## src/rtl/encoder_pkg.sv

```systemverilog
// rtl/encoder_pkg.sv - op enum, MIPS opcode/funct constants and field helpers
package encoder_pkg;

  typedef enum logic [5:0] {
    OP_ADD   = 6'd0,  OP_ADDU  = 6'd1,  OP_SUB   = 6'd2,  OP_SUBU  = 6'd3,
    OP_AND   = 6'd4,  OP_OR    = 6'd5,  OP_XOR   = 6'd6,  OP_NOR   = 6'd7,
    OP_SLT   = 6'd8,  OP_SLTU  = 6'd9,  OP_SLLV  = 6'd10, OP_SRLV  = 6'd11,
    OP_SRAV  = 6'd12, OP_SLL   = 6'd13, OP_SRL   = 6'd14, OP_SRA   = 6'd15,
    OP_MULT  = 6'd16, OP_MULTU = 6'd17, OP_DIV   = 6'd18, OP_DIVU  = 6'd19,
    OP_MFHI  = 6'd20, OP_MFLO  = 6'd21, OP_JR    = 6'd22, OP_JALR  = 6'd23,
    OP_ADDIU = 6'd24, OP_SLTI  = 6'd25, OP_SLTIU = 6'd26, OP_ORI   = 6'd27,
    OP_XORI  = 6'd28, OP_LW    = 6'd29, OP_SW    = 6'd30, OP_LB    = 6'd31,
    OP_SB    = 6'd32, OP_LBU   = 6'd33, OP_BEQ   = 6'd34, OP_BNE   = 6'd35,
    OP_LUI   = 6'd36, OP_BLTZ  = 6'd37, OP_BGEZ  = 6'd38, OP_BGTZ  = 6'd39,
    OP_BLEZ  = 6'd40, OP_J     = 6'd41, OP_JAL   = 6'd42, OP_MOVE  = 6'd43,
    OP_BEQZ  = 6'd44, OP_BNEZ  = 6'd45, OP_NOP   = 6'd46, OP_LI    = 6'd47
  } op_e;

  typedef enum logic {ST_ONE, ST_SECOND} state_e;

  localparam logic [5:0] OPC_SPECIAL = 6'b000000, OPC_REGIMM = 6'b000001;
  localparam logic [5:0] OPC_J    = 6'b000010, OPC_JAL   = 6'b000011;
  localparam logic [5:0] OPC_BEQ  = 6'b000100, OPC_BNE   = 6'b000101;
  localparam logic [5:0] OPC_BLEZ = 6'b000110, OPC_BGTZ  = 6'b000111;
  localparam logic [5:0] OPC_ADDIU = 6'b001001, OPC_SLTI = 6'b001010;
  localparam logic [5:0] OPC_SLTIU = 6'b001011, OPC_ORI  = 6'b001101;
  localparam logic [5:0] OPC_XORI = 6'b001110, OPC_LUI   = 6'b001111;
  localparam logic [5:0] OPC_LB   = 6'b100000, OPC_LW    = 6'b100011;
  localparam logic [5:0] OPC_LBU  = 6'b100100, OPC_SB    = 6'b101000;
  localparam logic [5:0] OPC_SW   = 6'b101011;

  localparam logic [5:0] FN_SLL  = 6'b000000, FN_SRL  = 6'b000010, FN_SRA  = 6'b000011;
  localparam logic [5:0] FN_SLLV = 6'b000100, FN_SRLV = 6'b000110, FN_SRAV = 6'b000111;
  localparam logic [5:0] FN_JR   = 6'b001000, FN_JALR = 6'b001001;
  localparam logic [5:0] FN_MFHI = 6'b010000, FN_MFLO = 6'b010010;
  localparam logic [5:0] FN_MULT = 6'b011000, FN_MULTU = 6'b011001;
  localparam logic [5:0] FN_DIV  = 6'b011010, FN_DIVU = 6'b011011;
  localparam logic [5:0] FN_ADD  = 6'b100000, FN_ADDU = 6'b100001;
  localparam logic [5:0] FN_SUB  = 6'b100010, FN_SUBU = 6'b100011;
  localparam logic [5:0] FN_AND  = 6'b100100, FN_OR   = 6'b100101;
  localparam logic [5:0] FN_XOR  = 6'b100110, FN_NOR  = 6'b100111;
  localparam logic [5:0] FN_SLT  = 6'b101010, FN_SLTU = 6'b101011;

  localparam logic [4:0] RT_BLTZ = 5'b00000, RT_BGEZ = 5'b00001;

  // LSB positions in [31:0] numbering; bit 31 is the MSB-first bit 0
  localparam int OPC_LSB = 26, RS_LSB = 21, RT_LSB = 16, RD_LSB = 11, SA_LSB = 6;

  function automatic logic [31:0] r_word(input logic [4:0] rs, input logic [4:0] rt,
                                         input logic [4:0] rd, input logic [4:0] sa,
                                         input logic [5:0] fn);
    return (32'(OPC_SPECIAL) << OPC_LSB) | (32'(rs) << RS_LSB) | (32'(rt) << RT_LSB)
         | (32'(rd) << RD_LSB) | (32'(sa) << SA_LSB) | 32'(fn);
  endfunction

  function automatic logic [31:0] i_word(input logic [5:0] opc, input logic [4:0] rs,
                                         input logic [4:0] rt, input logic [15:0] imm16);
    return (32'(opc) << OPC_LSB) | (32'(rs) << RS_LSB) | (32'(rt) << RT_LSB) | 32'(imm16);
  endfunction

  function automatic logic [5:0] funct_of(input logic [5:0] op);
    case (op)
      OP_ADD:   return FN_ADD;   OP_ADDU:  return FN_ADDU;
      OP_SUB:   return FN_SUB;   OP_SUBU:  return FN_SUBU;
      OP_AND:   return FN_AND;   OP_OR:    return FN_OR;
      OP_XOR:   return FN_XOR;   OP_NOR:   return FN_NOR;
      OP_SLT:   return FN_SLT;   OP_SLTU:  return FN_SLTU;
      OP_SLLV:  return FN_SLLV;  OP_SRLV:  return FN_SRLV;
      OP_SRAV:  return FN_SRAV;  OP_SLL:   return FN_SLL;
      OP_SRL:   return FN_SRL;   OP_SRA:   return FN_SRA;
      OP_MULT:  return FN_MULT;  OP_MULTU: return FN_MULTU;
      OP_DIV:   return FN_DIV;   OP_DIVU:  return FN_DIVU;
      OP_MFHI:  return FN_MFHI;  OP_MFLO:  return FN_MFLO;
      OP_JR:    return FN_JR;    OP_JALR:  return FN_JALR;
      default:  return 6'b000000;
    endcase
  endfunction

  function automatic logic [5:0] iopc_of(input logic [5:0] op);
    case (op)
      OP_ADDIU: return OPC_ADDIU; OP_SLTI: return OPC_SLTI; OP_SLTIU: return OPC_SLTIU;
      OP_ORI:   return OPC_ORI;   OP_XORI: return OPC_XORI; OP_LW:    return OPC_LW;
      OP_SW:    return OPC_SW;    OP_LB:   return OPC_LB;   OP_SB:    return OPC_SB;
      OP_LBU:   return OPC_LBU;   OP_BEQ:  return OPC_BEQ;  OP_BNE:   return OPC_BNE;
      default:  return OPC_SPECIAL;
    endcase
  endfunction

endpackage

```

## src/rtl/insn_pack.sv

```systemverilog
// rtl/insn_pack.sv - combinational map from (op, fields) to one or two MIPS words
module insn_pack
  import encoder_pkg::*;
(
  input  logic [5:0]  op,
  input  logic [4:0]  rs,
  input  logic [4:0]  rt,
  input  logic [4:0]  rd,
  input  logic [4:0]  sa,
  input  logic [31:0] imm,
  output logic [31:0] word0,
  output logic [31:0] word1,
  output logic        two_words,
  output logic        unsup
);

  logic [15:0] hi, lo;
  assign hi = imm[31:16];
  assign lo = imm[15:0];

  always_comb begin
    word0     = 32'h0;
    word1     = 32'h0;
    two_words = 1'b0;
    unsup     = 1'b0;
    case (op)
      OP_ADD, OP_ADDU, OP_SUB, OP_SUBU, OP_AND, OP_OR, OP_XOR, OP_NOR,
      OP_SLT, OP_SLTU, OP_SLLV, OP_SRLV, OP_SRAV:
        word0 = r_word(rs, rt, rd, 5'd0, funct_of(op));
      OP_SLL, OP_SRL, OP_SRA:
        word0 = r_word(5'd0, rt, rd, sa, funct_of(op));
      OP_MULT, OP_MULTU, OP_DIV, OP_DIVU:
        word0 = r_word(rs, rt, 5'd0, 5'd0, funct_of(op));
      OP_MFHI, OP_MFLO:
        word0 = r_word(5'd0, 5'd0, rd, 5'd0, funct_of(op));
      OP_JR:   word0 = r_word(rs, 5'd0, 5'd0, 5'd0, FN_JR);
      OP_JALR: word0 = r_word(rs, 5'd0, rd, 5'd0, FN_JALR);
      OP_ADDIU, OP_SLTI, OP_SLTIU, OP_ORI, OP_XORI, OP_LW, OP_SW, OP_LB,
      OP_SB, OP_LBU, OP_BEQ, OP_BNE:
        word0 = i_word(iopc_of(op), rs, rt, lo);
      OP_LUI:  word0 = i_word(OPC_LUI, 5'd0, rt, lo);
      OP_BLTZ: word0 = i_word(OPC_REGIMM, rs, RT_BLTZ, lo);
      OP_BGEZ: word0 = i_word(OPC_REGIMM, rs, RT_BGEZ, lo);
      OP_BGTZ: word0 = i_word(OPC_BGTZ, rs, 5'd0, lo);
      OP_BLEZ: word0 = i_word(OPC_BLEZ, rs, 5'd0, lo);
      OP_J:    word0 = {OPC_J, imm[25:0]};
      OP_JAL:  word0 = {OPC_JAL, imm[25:0]};
      OP_MOVE: word0 = r_word(rs, 5'd0, rd, 5'd0, FN_ADD);
      OP_BEQZ: word0 = i_word(OPC_BEQ, rs, 5'd0, lo);
      OP_BNEZ: word0 = i_word(OPC_BNE, rs, 5'd0, lo);
      OP_NOP:  word0 = 32'h0;
      OP_LI: begin
        // Pick the shortest expansion that reproduces the 32-bit constant
        if (hi == 16'h0) begin
          word0 = i_word(OPC_ORI, 5'd0, rt, lo);
        end else if (lo == 16'h0) begin
          word0 = i_word(OPC_LUI, 5'd0, rt, hi);
        end else begin
          word0     = i_word(OPC_LUI, 5'd0, rt, hi);
          word1     = i_word(OPC_ORI, rt, rt, lo);
          two_words = 1'b1;
        end
      end
      default: unsup = 1'b1;
    endcase
  end

endmodule

```

## src/rtl/insn_encoder.sv

```systemverilog
// rtl/insn_encoder.sv - valid/ready instruction encoder with output register, PC and LI sequencing
module insn_encoder
  import encoder_pkg::*;
#(
  parameter logic [31:0] BASE_PC = 32'h00000000
) (
  input  logic        clk,
  input  logic        rst_n,
  input  logic        in_valid,
  output logic        in_ready,
  input  logic [5:0]  in_op,
  input  logic [4:0]  in_rs,
  input  logic [4:0]  in_rt,
  input  logic [4:0]  in_rd,
  input  logic [4:0]  in_sa,
  input  logic [31:0] in_imm,
  output logic        out_valid,
  input  logic        out_ready,
  output logic [31:0] out_insn,
  output logic [31:0] out_pc,
  output logic        err_unsup
);

  state_e      state_q, state_d;
  logic        out_valid_q, out_valid_d;
  logic [31:0] out_insn_q, out_insn_d;
  logic [31:0] out_pc_q, out_pc_d;
  logic [31:0] pend_q, pend_d;
  logic        err_q, err_d;

  logic [31:0] word0, word1;
  logic        two_words, unsup;
  logic        in_xfer, out_xfer;

  insn_pack u_pack (
    .op        (in_op),
    .rs        (in_rs),
    .rt        (in_rt),
    .rd        (in_rd),
    .sa        (in_sa),
    .imm       (in_imm),
    .word0     (word0),
    .word1     (word1),
    .two_words (two_words),
    .unsup     (unsup)
  );

  assign in_ready = rst_n & (state_q == ST_ONE) & (~out_valid_q | out_ready);
  assign in_xfer  = in_valid & in_ready;
  assign out_xfer = out_valid_q & out_ready;

  always_comb begin
    state_d     = state_q;
    out_valid_d = out_valid_q;
    out_insn_d  = out_insn_q;
    out_pc_d    = out_pc_q;
    pend_d      = pend_q;
    err_d       = err_q;
    if (out_xfer) begin
      out_pc_d = out_pc_q + 32'd4;
      if (state_q == ST_SECOND) begin
        out_insn_d = pend_q;
        state_d    = ST_ONE;
      end else begin
        out_valid_d = 1'b0;
      end
    end
    // in_ready is low in ST_SECOND, so an input transfer never races the ORI load
    if (in_xfer) begin
      out_insn_d  = word0;
      out_valid_d = 1'b1;
      if (two_words) begin
        pend_d  = word1;
        state_d = ST_SECOND;
      end
      if (unsup) err_d = 1'b1;
    end
  end

  always_ff @(posedge clk) begin
    if (!rst_n) begin
      state_q     <= ST_ONE;
      out_valid_q <= 1'b0;
      out_insn_q  <= 32'h0;
      out_pc_q    <= BASE_PC;
      pend_q      <= 32'h0;
      err_q       <= 1'b0;
    end else begin
      state_q     <= state_d;
      out_valid_q <= out_valid_d;
      out_insn_q  <= out_insn_d;
      out_pc_q    <= out_pc_d;
      pend_q      <= pend_d;
      err_q       <= err_d;
    end
  end

  assign out_valid = out_valid_q;
  assign out_insn  = out_insn_q;
  assign out_pc    = out_pc_q;
  assign err_unsup = err_q;

endmodule
```

## config.mk

```make
export PLATFORM = sky130hd
export DESIGN_NAME = insn_encoder
export DESIGN_NICKNAME = d
export VERILOG_FILES = /design/src/rtl/encoder_pkg.sv /design/src/rtl/insn_pack.sv /design/src/rtl/insn_encoder.sv
export SDC_FILE = /design/constraint.sdc
export NUM_CORES = 1
export LEC_CHECK = 0
export ABC_AREA = 1
export CORE_ASPECT_RATIO = 1.25
export CORE_MARGIN = 8
export CORE_UTILIZATION = 57
export CTS_CLUSTER_SIZE = 20
export DETAILED_ROUTE_END_ITERATION = 8
export PLACE_DENSITY = 0.87
export SLEW_MARGIN = 15
export SYNTH_ARGS = -nofsm -noshare
export SYNTH_HDL_FRONTEND = slang
export SYNTH_HIERARCHICAL = 1
export SYNTH_SLANG_ARGS = --single-unit
```

## constraint.sdc

```tcl
create_clock -name clk -period 4.9 [get_ports clk]
set_input_delay 0.98 -clock clk [delete_from_list [all_inputs] [get_ports clk]]
set_output_delay 0.98 -clock clk [all_outputs]
set_load 0.02 [all_outputs]
```

* Word-level counts from Yosys, hierarchy flattened
Memory sizes are Yosys's and may differ from the RTL's.
Index checks and enable logic that the tools add are counted.
** Word-level totals
- Word-level logic and storage cells :: 132
- Bits in read-only memories :: 768
- Memories :: 4
- Output and inout bits :: 67
- Flip-flop bits (word level) :: 99
- Input port bits :: 62
** Memories
- (name not given) :: depth 32, bits a word 6, rd ports 1, clocked after Yosys merged registers in 0, write ports 0, line encoder_pkg.sv:62 : case (op)
- (name not given) :: depth 32, bits a word 6, rd ports 1, clocked after Yosys merged registers in 0, write ports 0, line encoder_pkg.sv:62
- (name not given) :: depth 32, bits a word 6, rd ports 1, clocked after Yosys merged registers in 0, write ports 0, line encoder_pkg.sv:62
- (name not given) :: depth 32, bits a word 6, rd ports 1, clocked after Yosys merged registers in 0, write ports 0, line encoder_pkg.sv:62
** Cells by class
- Muxes and demuxes :: 27
- Equality and inequality tests :: 48
- Add/sub/neg operators :: 1
- Reduce and logical (&&, ||, !) cells :: 15
- Bitwise operators :: 31
** Operators with widths (count)
- 32-bit one-hot mux with 18 select lines :: 1
- 32-bit two-way mux :: 7
- 29-bit by 16-bit bitwise OR with 29-bit output :: 4
- 6-bit by 5-bit == test with 1-bit output (second input constant) :: 16
- 6-bit == test (second input constant) :: 16
- 32-bit by 16-bit bitwise OR with 32-bit output :: 3
- 32-bit by 6-bit bitwise OR with 32-bit output :: 3
- 30-bit by 16-bit bitwise OR with 30-bit output :: 3
- 6-bit one-hot mux with 12 select lines :: 1
- 6-bit two-way mux :: 9
- 27-bit by 16-bit bitwise OR with 27-bit output :: 2
- 6-bit by 4-bit == test with 1-bit output (second input constant) :: 8
- 48-bit OR reduction :: 1
- 32-bit by 3-bit adder with 32-bit output (second input constant) :: 1
- 16-bit logical NOT :: 2
- 32-bit by 11-bit bitwise OR with 32-bit output :: 1
- 32-bit by 21-bit bitwise OR with 32-bit output :: 1
- 32-bit by 26-bit bitwise OR with 32-bit output :: 1
- 30-bit by 21-bit bitwise OR with 30-bit output :: 1
- 26-bit by 16-bit bitwise OR with 26-bit output :: 1
- 26-bit by 21-bit bitwise OR with 26-bit output :: 1
- 6-bit by 3-bit == test with 1-bit output (second input constant) :: 4
- 21-bit by 16-bit bitwise OR with 21-bit output :: 1
- 16-bit by 6-bit bitwise OR with 16-bit output :: 1
- 15 further kinds :: 33

* Longest topological paths before layout
Gate-level depths: netlist of run 1.
- Depth after elaboration :: 8
- Depth in mapped cells :: 16
- Mapped depth without buffers :: 14

* By module
Netlist of run 1, hierarchy kept.
** Modules (own cells, without submodules)
- insn_encoder :: cells an instance 576, area each 4091.4 um^2, instances 1, sequential area each 1941.9 um^2
- insn_pack :: cells an instance 386, area each 2155.8 um^2, instances 1, sequential area each 0.0 um^2

* Worst setup path before layout of run 1
No wires, ideal clock.
- Kind :: input-to-reg
- Start point :: in in_op[2]
- End point :: reg pend_q[22]
- Required time :: 4.787 ns
- Stages :: 16
- Buffers on the path :: 3
- Arrival :: 2.555 ns
- Setup slack :: 2.232 ns
- Library setup time :: 0.113 ns
- Cell sequence :: buf_6 nand2_2 inv_2 nand2_2 nor2_8 inv_2 nor2_4 nand2_2 buf_6 inv_1 inv_1 nor2_4 inv_2 buf_2 nor2_1 nor2_1
** On the way
- Word-level cells in the longest chain between the ends :: 3
- Elaborated cells on any way between the ends :: 4
- Classes of those cells :: 1 x eq/ne; 2 x mux; 1 x reduce/logical
** Ends and longest elaborated chain
- start, declared :: line insn_encoder.sv:11 : input logic [5:0] in_op,
- 6-bit == test :: line insn_pack.sv:26 : case (op)
- 1-bit two-way mux :: line insn_pack.sv:26
- via two_words :: line insn_encoder.sv:32 : logic two_words, unsup;
- 2-bit AND reduction (no source line)
- end signal, assigned :: line insn_encoder.sv:93 : pend_q <= pend_d;
- end, declared :: line insn_encoder.sv:28 : logic [31:0] pend_q, pend_d;
The timed path passes the listed nets, and every way through them passes these cells.
A chain may end at the register's enable or synchronous reset.

* Worst setup path after layout of run 1
- Start point :: in in_op[5]
- End point :: reg pend_q[5]
The elaborated chain is that of the path after synthesis.

==> results of run 1 <==
## cell families after synthesis
| group | synth area share (%) |
|---|---|
| other cells | 0.120 |
| flops | 31.1 |
| fa+ha+maj | 1.40 |
| buf+inv | 10.6 |
| simple gates | 41.3 |
| compound gates | 15.4 |
## critical path, cell delays in order
cell	delay, ns
clkdlybuf4s50_1	0.59
inv_2	0.09
nor2_4	0.29
inv_4	0.12
nor2_8	0.24
inv_2	0.12
nor2_4	0.17
nand2_2	0.06
buf_4	0.25
inv_1	0.15
inv_1	0.08
nor2_4	0.24
inv_2	0.29
nor2_1	0.21
nor2_1	0.07
## cell type report
type / instances / share of cell area (%)
multi-input combinational: 728 / 47.4
clock buffer: 9 / 2.92
sequential: 97 / 25.2
clock inverter: 7 / 0.941
inverter: 89 / 4.40
timing repair buffer: 133 / 17.0
tap: 132 / 2.14
## power by group
group	internal (uW)	total [uW]	leakage, uW	switching, uW
logic	141	345	0.00243	204
clock network	360	705	0.000136	345
registers	809	823	0.000787	14.0
total	1310	1870	0.00336	564
## routing by layer
metal / share of wire, % / track usage, % / vias up
li1: - / - / 3304
met1: 41 / 31.3 / 3064
met2: 49 / 43.8 / 330
met3: 8.1 / 4.47 / 48
met4: 2.4 / 9.10 / 0
met5: 0 / 0 / -
## per-stage QoR
step	util (%)	instance area [um2]
final	72.6	7710
after global routing	72.6	7710
after CTS	72.6	7710
after detailed placement	69.8	7410
after global placement	69.8	7410
after floorplan	-	6260
## sequential cells by signal (all words and copies together), names as in the netlist
signal	cells
pend_q	32
out_valid	1
out_pc	30
state_q	1
out_insn	32
err_unsup	1
## worst min path at each step
| stage | to | from | slack [ns] | cells after the start |
|---|---|---|---|---|
| floorplan | out_insn[5]$_SDFFE_PN0P_ | pend_q[5]$_SDFFE_PN0P_ | 0.45 | 2 |
| global placement | out_pc[10]$_SDFFE_PN0P_ | out_pc[10]$_SDFFE_PN0P_ | 0.47 | 1 |
| detailed placement | out_insn[5]$_SDFFE_PN0P_ | pend_q[5]$_SDFFE_PN0P_ | 0.47 | 2 |
| CTS | out_insn[19]$_SDFFE_PN0P_ | pend_q[19]$_SDFFE_PN0P_ | 0.49 | 2 |
| global route | out_insn[23]$_SDFFE_PN0P_ | pend_q[23]$_SDFFE_PN0P_ | 0.51 | 2 |
| finish | out_insn[31]$_SDFFE_PN0P_ | pend_q[31]$_SDFFE_PN0P_ | 0.48 | 2 |
## cell usage after synthesis, types with 3 or more instances
cell,instances
nand2_1,219
nor2_1,157
dfxtp_1,97
inv_1,74
o21ai_1,54
nand3_1,49
o21ai_0,48
a31oi_1,35
a21oi_1,27
nand2_2,27
nand3_2,20
buf_4,19
nor2_4,19
clkbuf_1,18
nand4_1,13
nor3_1,13
inv_2,11
nor2_2,10
buf_2,8
ha_1,7
buf_6,5
nor3b_1,4
a22oi_1,3
o211ai_1,3
==> reports/results.ini, run 1 <==
[clock_tree]
ctsHtreeMaxLevel = 3
postCtsResizedCells = 0
cts_setup_buffers = 0
clk_latency_ns = 0.35
numCtsBuffers = 9
cts_hold_buf = 0
clockBufferDepth = 2
cts_sinks = 97
clk_pin_slew_worst_paths_ns = 0.07
cts_tree = yes
cts-root-buf = clkbuf_16

[cells_and_area]
drive_above_1_share_pct = 11.3
multi_input_area_mm2 = 0.00366
num_antenna_cells = 0
fin_nets = 1127
layout_commonest_cell = nand2_1
syn2layout_area_growth_pct = 23.4
fillerInstances = 912
layout_common_cells = 219 x nand2_1, 157 x nor2_1, 125 x clkdlybuf4s50_1, 97 x dfxtp_1, 74 x inv_1
seqCellArea_mm2 = 0.00194
finalNonFillerCells = 1195

[pwr]
power_leakage_uw = 0.00336
powerDensity_mw_per_mm2 = 243
ir_worst_vdd_mv = 0.171
totalPowerFinal_uw = 1870

[sta]
tightest_slew_ns = 1.08
slew_viol_final = 0
max_freq_mhz = 267
min_period_ns = 3.75
rsz0062_at_grt = false
fin_ws_ns = 1.15
setup_tns_ns = 0
hold_viol_final = 0
hold_slack_ns = 0.484
slew-limit-headroom_pct = 28.1
skew_ns = 0.0101
setup_viol = 0
finalCritPeriodShare_pct = 76.5

[synth]
ys_ff_latch = 97
synth.yosys.seq_area_share_pct = 31.1
async_reset_ff_share_pct = 0
postSynthAreaPerCell_um2 = 6.49
synth.cell_area_mm2 = 0.00625
ys_warn_count = 6
ys_types = 41
syn_inst = 962
yosysTopAreaCellShare_pct = 31.1
synthTopCellsByArea = dfxtp_1 31%, nand2_1 13%, nor2_1 9.4%
synth.largest_area_cell = dfxtp_1
synth-main-ff-cell = dfxtp_1
synth_edf_count = 0

[route]
vias_per_cell = 5.65
dr.pass1.iters = 6
ant_nets = 0
drt_wl_total_mm = 19.0
wl_per_cell_um = 15.9
num_vias = 6746
drt-initial-drc-count = 506
remaining_drc_errors = 0

[global_routing]
track_usage_pct = 25.8
grt_first_pass_wirelength_mm = 30.7
overflow = 0
grt_pass1_vias = 6364
antenna_found_initial = 0
grt_max_degree = 92

[worst_setup_path]
reg2regPathDepth = 6
cp.arrival_ns = 3.98
critPathLaunchType = input pin
timing.rr.start = out_valid$_SDFFE_PN0P_
worstSetupPathType = input pin to register
crit_path_max_fanout = 33
rrSetupSlack_ns = 2.86
cp-end-kind = register
crit_path_start = in_op[5]
critPathCapture = pend_q[5]$_SDFFE_PN0P_
worstPathRequired_ns = 5.14
rr_endpoint = out_insn[15]$_SDFFE_PN0P_

[placed_design]
place_congestion = 0.953
place_ws_ns = 0.864
place_inst = 1179
hpwl_mm = 14.1
portBuffers = 126

[floorplanning]
io_pins = 129
die_y_um = 133
die-width_um = 110
core_area_mm2 = 0.0106
die_area_mm2 = 0.0146
rows = 42
start_util_pct = 58.9

[outcome]
status = complete, no violations

[hold_path]
min-delay-path-class = register to register

[run]
cap_violations = 0

Power figures use the tool's default switching activity.
==> inputs of run 2 (changes only) <==
--- a/config.mk
+++ b/config.mk
@@ -8,10 +8,10 @@
 export ABC_AREA = 1
 export CORE_ASPECT_RATIO = 1.25
 export CORE_MARGIN = 8
-export CORE_UTILIZATION = 57
+export CORE_UTILIZATION = 53
 export CTS_CLUSTER_SIZE = 20
 export DETAILED_ROUTE_END_ITERATION = 8
-export PLACE_DENSITY = 0.87
+export PLACE_DENSITY = 0.81
 export SLEW_MARGIN = 15
 export SYNTH_ARGS = -nofsm -noshare
 export SYNTH_HDL_FRONTEND = slang
==> constraint.sdc (replaced) <==
create_clock -name clk -period 3.6 [get_ports clk]
set_input_delay 0.72 -clock clk [delete_from_list [all_inputs] [get_ports clk]]
set_output_delay 0.72 -clock clk [all_outputs]
set_load 0.02 [all_outputs]
==> run 2 against run 1 <==
Sequential cell count did not move. Final cell count rose by 0.92%. First-iteration DRC count is 5.9% higher. Via count fell by 1.8%. Sequential share of layout area is 0.24 points lower. Cell area increased by 0.96%. Setup slack got worse by 0.66 ns. Worst hold slack got worse by 0.0059 ns. Non-clock buffer count increased by 5. Register-to-register slack got worse by 1.1 ns. Sequential power is 36% higher. Critical path depth decreased by 2.
==> reports/results.ini, run 2 (same netlist as run 1, synthesis figures left out) <==
[outcome]
status = complete, no violations  ; unchanged

[route]
met2_length_mm = 9.23  ; was 9.32 mm
routed.top_layer = met4  ; unchanged
dr.pass1.iters = 6  ; unchanged
route.met3.wl_mm = 1.20  ; was 1.53 mm
wl_per_cell_um = 16.1  ; was 15.9 um
met1Wirelength_mm = 8.25  ; was 7.70 mm
ant_nets = 0  ; unchanged
drt_wl_total_mm = 19.4  ; was 19.0 mm
drt-initial-drc-count = 536  ; was 506
remaining_drc_errors = 0  ; unchanged
num_vias = 6623  ; was 6746
vias_per_cell = 5.49  ; was 5.65

[placed_design]
hpwl_mm = 14.5  ; was 14.1 mm
place_ws_ns = 0.205  ; was 0.864 ns
place_congestion = 0.950  ; was 0.953
portBuffers = 126  ; unchanged
place_inst = 1190  ; was 1179

[global_routing]
antenna_found_initial = 0  ; unchanged
overflow = 0  ; unchanged
grt_max_degree = 92  ; unchanged
grt_first_pass_wirelength_mm = 31.5  ; was 30.7 mm
grt_pass1_vias = 6455  ; was 6364
track_usage_pct = 24.9  ; was 25.8%

[clock_tree]
postCtsResizedCells = 0  ; unchanged
clockBufferDepth = 2  ; unchanged
numCtsBuffers = 9  ; unchanged
cts_sinks = 97  ; unchanged
cts_hold_buf = 0  ; unchanged
cts_setup_buffers = 0  ; unchanged
clk_latency_ns = 0.35  ; about the same
cts_tree = yes  ; unchanged
ctsHtreeMaxLevel = 3  ; unchanged
clk_pin_slew_worst_paths_ns = 0.08  ; was 0.07 ns
cts-root-buf = clkbuf_16  ; unchanged

[sta]
tightest_slew_ns = 1.13  ; was 1.08 ns
hold_viol_final = 0  ; unchanged
setup_viol = 0  ; unchanged
finalCritPeriodShare_pct = 86.4
rsz0062_at_grt = false  ; unchanged
slew-limit-headroom_pct = 24.7  ; was 28.1%
fin_ws_ns = 0.489  ; was 1.15 ns
max_freq_mhz = 321
min_period_ns = 3.11
setup_tns_ns = 0  ; unchanged
slew_viol_final = 0  ; unchanged
skew_ns = 0.00902  ; was 0.0101 ns

[cells_and_area]
layout_commonest_cell = nand2_1  ; unchanged
final_util_pct = 67.3  ; was 72.6%
fillerInstances = 1057  ; was 912
finalNonFillerCells = 1206  ; was 1195
seqCellArea_mm2 = 0.00194  ; unchanged
layout_common_cells = 219 x nand2_1, 157 x nor2_1, 125 x clkdlybuf4s50_1, 97 x dfxtp_1, 74 x inv_1  ; unchanged
syn2layout_area_growth_pct = 24.6  ; was 23.4%
fin_nets = 1132  ; was 1127
num_antenna_cells = 0  ; unchanged
drive_above_1_share_pct = 11.7  ; was 11.3%
multi_input_area_mm2 = 0.00366  ; unchanged

[worst_setup_path]
worstSetupPathType = input pin to register  ; unchanged
critPathLaunchType = input pin  ; unchanged
cp-end-kind = register  ; unchanged
worstPathRequired_ns = 3.80  ; was 5.14 ns
crit_path_max_fanout = 15  ; was 33
cp.arrival_ns = 3.31  ; was 3.98 ns

[pwr]
totalPowerFinal_uw = 2630  ; was 1870 uW
ir_worst_vdd_mv = 0.237  ; was 0.171 mV
power_leakage_uw = 0.00340  ; was 0.00336 uW
powerDensity_mw_per_mm2 = 337  ; was 243 mW/mm2

[floorplanning]
die_area_mm2 = 0.0155  ; was 0.0146 mm2
rows = 44  ; was 42
io_pins = 129  ; unchanged
die-width_um = 113  ; was 110 um
start_util_pct = 54.0  ; was 58.9%
core_area_mm2 = 0.0116  ; was 0.0106 mm2
die_y_um = 137  ; was 133 um

[run]
cap_violations = 0  ; unchanged

[hold_path]
min-delay-path-class = register to register  ; unchanged

run 2: final cells by class:
type | count | area share [%]
clock buffers | 9 | 2.89
clock inverters | 7 | 1.30
inverters | 89 | 4.36
multi-input cells | 728 | 47.0
flip-flops and latches | 97 | 25.0
well taps | 138 | 2.22
repair buffers | 138 | 17.3
run 2: through the flow:
| stage | cell area (um2) | hold WS, ns |
|---|---|---|
| after detailed placement | 7460 | 0.474 |
| after global routing | 7780 | 0.504 |
| after floorplan | 6260 | 0.448 |
| after global placement | 7460 | 0.468 |
| final | 7780 | 0.478 |
| after CTS | 7780 | 0.478 |
run 2: worst max-delay path: stages:
cell,delay [ns]
clkdlybuf4s50_1,0.59
inv_1,0.17
ha_1,0.33
nand3_2,0.16
nand2_1,0.07
nand2_1,0.16
nand3_2,0.12
inv_2,0.08
nand4_4,0.33
nand2_1,0.16
nand3_1,0.10
o21ai_0,0.24
a31oi_1,0.07
run 2: final timing paths:
path	to	cells past startpoint	slack (ns)	start
worst max-delay path	out_insn[0]$_SDFFE_PN0P_	13	0.49	in_op[1]
worst min-delay path	out_insn[21]$_SDFFE_PN0P_	2	0.48	pend_q[21]$_SDFFE_PN0P_
worst max register to register	out_insn[0]$_SDFFE_PN0P_	7	1.78	out_valid$_SDFFE_PN0P_
worst min register to register	out_insn[21]$_SDFFE_PN0P_	2	0.48	pend_q[21]$_SDFFE_PN0P_
run 2: per-layer routing:
| metal | up-vias | global-route usage (%) |
|---|---|---|
| met5 | - | 0 |
| met4 | 0 | 11.6 |
| met3 | 62 | 4.21 |
| met2 | 262 | 43.2 |
| met1 | 2982 | 29.5 |
| li1 | 3317 | - |
run 2: power breakdown:
part           internal (uW)  switching (uW)
registers               1100            18.9
clock network            562             471
logic                    194             280
